`src/rtl/hash_writeback.sv`:
```
// Hash vector write-back engine: captures a hash on start and streams it out
// one word per accepted write, starting at a base address, with ready backpressure.
module hash_writeback #(
  parameter int DATA_WIDTH = 32,
  parameter int NUM_WORDS  = 8,
  parameter int ADDR_WIDTH = 8,
  parameter bit MSW_FIRST  = 1'b0
) (
  input  logic                            clock,
  input  logic                            reset,
  input  logic                            start,
  input  logic [DATA_WIDTH*NUM_WORDS-1:0] hash_vector,
  input  logic [ADDR_WIDTH-1:0]           base_addr,
  input  logic                            wr_ready,
  output logic                            wr_en,
  output logic [ADDR_WIDTH-1:0]           wr_addr,
  output logic [DATA_WIDTH-1:0]           wr_data,
  output logic                            busy,
  output logic                            done
);
  localparam int CNT_W = $clog2(NUM_WORDS);

  typedef enum logic [1:0] {IDLE, WRITE, DONE} state_t;

  state_t                               state_q, state_d;
  logic [NUM_WORDS-1:0][DATA_WIDTH-1:0] vec_q, vec_d;
  logic [ADDR_WIDTH-1:0]                base_q, base_d;
  logic [CNT_W-1:0]                     cnt_q, cnt_d;
  logic [NUM_WORDS-1:0][DATA_WIDTH-1:0] words_in;
  logic                                 accept;
  logic                                 last;

  // Word order is resolved at capture so readout is a plain index by cnt.
  for (genvar k = 0; k < NUM_WORDS; k++) begin : g_word
    localparam int SRC = MSW_FIRST ? (NUM_WORDS - 1 - k) : k;
    assign words_in[k] = hash_vector[SRC*DATA_WIDTH +: DATA_WIDTH];
  end

  assign accept = (state_q == WRITE) && wr_ready;
  assign last   = (cnt_q == CNT_W'(NUM_WORDS - 1));

  always_comb begin
    state_d = state_q;
    vec_d   = vec_q;
    base_d  = base_q;
    cnt_d   = cnt_q;
    case (state_q)
      IDLE: begin
        if (start) begin
          vec_d   = words_in;
          base_d  = base_addr;
          cnt_d   = '0;
          state_d = WRITE;
        end
      end
      WRITE: begin
        if (accept) begin
          if (last) state_d = DONE;
          else      cnt_d   = cnt_q + 1'b1;
        end
      end
      DONE:    state_d = IDLE;
      default: state_d = IDLE;
    endcase
  end

  always_ff @(posedge clock) begin
    if (reset) begin
      state_q <= IDLE;
      vec_q   <= '0;
      base_q  <= '0;
      cnt_q   <= '0;
    end else begin
      state_q <= state_d;
      vec_q   <= vec_d;
      base_q  <= base_d;
      cnt_q   <= cnt_d;
    end
  end

  // Outputs decode registered state only; address wraps silently.
  assign wr_en   = (state_q == WRITE);
  assign wr_addr = wr_en ? (base_q + ADDR_WIDTH'(cnt_q)) : '0;
  assign wr_data = wr_en ? vec_q[cnt_q] : '0;
  assign busy    = (state_q != IDLE);
  assign done    = (state_q == DONE);
endmodule

```
`config.mk`:
```
export PLATFORM = sky130hd
export DESIGN_NAME = hash_writeback
export DESIGN_NICKNAME = d
export VERILOG_FILES = /design/src/rtl/hash_writeback.sv
export SDC_FILE = /design/constraint.sdc
export NUM_CORES = 1
export LEC_CHECK = 0
export BUFFER_PORTS_ARGS = -buffer_cell sky130_fd_sc_hd__buf_2
export CORE_UTILIZATION = 53
export CTS_CLUSTER_SIZE = 14
export DETAILED_ROUTE_END_ITERATION = 7
export PLACE_DENSITY = 0.82
export SLEW_MARGIN = 20
export SYNTH_ARGS = -nofsm -noshare
export SYNTH_HDL_FRONTEND = slang
export SYNTH_SLANG_ARGS = --single-unit
export TNS_END_PERCENT = 10
```
`constraint.sdc`:
```
create_clock -name clock -period 2.3 [get_ports clock]
set_input_delay 0.23 -clock clock [delete_from_list [all_inputs] [get_ports clock]]
set_output_delay 0.23 -clock clock [all_outputs]
set_load 0.01 [all_outputs]
```
==> metrics <==
Final setup viols 26; H-tree levels 1; core box area 0.0211 mm^2; Num CTS Buffers 27; Final period util 1.03; number of global-route vias before repair 13100; grt met2 use 0.711; area leader, netlist dfxtp_1; grt met3 use 0.108; worst r2r src cnt_q[0]; Design Power 0.0119 W; FF/Latch Area 0.00539 mm^2; top post-synthesis cells by area dfxtp_1 47%, nand2_1 18%, a21oi_1 12%, mux4_2 9.5%, mux4_1 3.7%; fin worst setup slack -66.4 ps; CP Max Fanout 8; grt ovf 0; library cells used by synthesis 36; crit path DAT 2140 ps; Final Hold Violating Endpoints 0; layout cell share with drive strength beyond 1 0.261; CP Launch Point cnt_q[0]; share of flip-flops with an asynchronous set or reset 0; syn avg cell area 8.61 um^2; EDFF count, synth 0; Top FF cell, synth dfxtp_1; placed cell areas 0.0132 mm^2; clk_skew 11.3 ps; Clock transition at path regs 60 ps; pin count of the biggest net entering global routing 93; Filler cells 1192; GRT busiest layer met2; # rows 53; first-pass GRT wire length 69100 um; Fmax 423 MHz; commonest cells after routing, fill and taps aside 532 x nand2_1, 301 x buf_2, 269 x a21oi_1; post-synthesis sequential area ratio 0.472; final std cells w/o fill 2177; dpl cells 1832; total wire length 46700 um; Peak VDD IR 0.000662 V; Die X 149 um; multi-input logic area 0.00555 mm^2; Seq cells post-synth 269; origin of the worst min-delay path hash_vector[248]; CTS Root Cell clkbuf_16; pwr dens 686 mW/mm^2; Final min period 2370 ps; Max Cap Viol 0; maximum root-to-sink buffer count 3; Total GRT Usage 0.413; Final nets 2147; Post-Synthesis Cells 1325; DR iter-0 viols 1097; Ys Warns 0; PortBufs 310; RSZ-0062 raised after global routing true; Least-Margin Pin Slew 495 ps; Synth top area share 0.472; GPL Wtd Cong 0.922; Worst Path Required 2070 ps; Cells on Worst Hold Path 3; syn_nets 1599; Routed Antenna Nets 0; clk_lat worst skew 530 ps; TritonCTS clock tree yes; most common cell after layout, fill and taps aside nand2_1; GR Util met1 0.431; CP endpoint kind primary output; DR WL/cell 21.4 um; Reg2Reg Setup Slack 190 ps; Initial Util 0.541; Pre-Repair DR Iteration Count 7; Vias 12800; slew margin rel. 0.670; Slew Limit Fails 0; final std cell area, no fill 0.0173 mm^2; Die Span Y 149 um; Num Clock Sinks 269; Area Overhead vs Synth 51.9%; die area 0.0221 mm^2; violated checks setup timing; status finished, violations left; Setup Crit Path Kind register to primary output; Vias/cell 5.88; worst min path class input pin to register; initial antenna violation count 10; number of remaining DRC errors 0; HPWL after detailed placement 24200 um; leakage 7.16 nW; Post-Syn Area 0.0114 mm^2; FF-to-FF path depth 8; crit start category register; # IOs 311
-- what timing repair did --
action                                  4_1_cts  5_1_grt
cloned                                        4        0
hold buffers                                264        0
resized for setup                            43       12
setup buffers                                17        2
endpoints found under the hold margin       264        0
endpoints found under the setup margin       38       38
pin swaps                                    31        8
-- synthesized netlist by cell type (2+ instances only) --
cell and n:
a2111o_1 2, a21oi_1 272, a22o_1 32, and2_1 3
buf_2 65, buf_6 3, clkbuf_1 40, dfxtp_1 269
ha_1 5, mux2i_1 2, mux4_1 16, mux4_2 48
nand2_1 532, nand2b_1 4, nand3_1 3, nand3b_1 3
nor2_1 2, nor2b_1 2, nor3_1 2, o21ai_0 2
o21ai_1 2, or3_1 2
-- report_power, final --
part           internal, W  switching [W]
sequential         0.00495       0.000216
clock              0.00290        0.00190
combinational     0.000969       0.000949
total              0.00882        0.00306
-- cell families (layout without fill, tap and decap cells) --
| kind of cell | count (synthesis) | count (layout) | share of synthesized area |
|---|---|---|---|
| AND/OR/NAND/NOR | 558 | 558 | 0.189 |
| flip-flops | 269 | 269 | 0.472 |
| AO/OA/AOI/OAI | 312 | 312 | 0.149 |
| buffers and inverters | 112 | 681 | 0.0473 |
| multiplexers | 67 | 67 | 0.134 |
| XOR/XNOR | 1 | 1 | 0.000768 |
| other | 0 | 8 | 0 |
| adder cells (fa/ha/maj) | 6 | 6 | 0.00724 |
-- worst max-delay path: stages, from the launching register on --
cell     delay (ps)
dfxtp_4         380
buf_8           150
buf_12          150
mux4_2          530
a22o_1          260
buf_6           130
-- area by class of cell --
type | instances | share of cell area
Clock inverter | 13 | 0.0103
Inverter | 2 | 0.000433
Tap cell | 275 | 0.0199
Clock buffer | 37 | 0.0464
Antenna cell | 8 | 0.00116
Sequential cell | 269 | 0.311
Multi-Input combinational cell | 944 | 0.320
Timing Repair Buffer | 629 | 0.290
-- registers in the layout, indices dropped and copies added, names as in the netlist --
name	flops
base_q	8
cnt_q	3
vec_q	256
state_q	2
-- per-stage QoR --
stage	hold WS [ps]	setup TNS [ps]	utilization	setup WS, ps
after floorplan	355	0	-	552
after global placement	438	0	0.628	234
after detailed placement	443	0	0.628	198
after CTS	30.3	-1070	0.815	-79.6
after global routing	67.9	-2700	0.821	-115
final	59.5	-767	0.821	-66.4
-- worst paths after layout --
| path | endpoint |
|---|---|
| worst max-delay path | wr_data[6] |
| worst min-delay path | vec_q[248] |
| worst max register to register | cnt_q[0] |
| worst min register to register | vec_q[123] |
-- per-layer routing --
layer	wire (um)	vias up	part of all wire
met2	22500	917	0.48
met4	4210	6	0.090
met3	4290	318	0.092
met1	15700	5967	0.34
met5	42	-	0.00090
li1	-	5595	-
No activity file was read; power rests on OpenSTA's default activity.
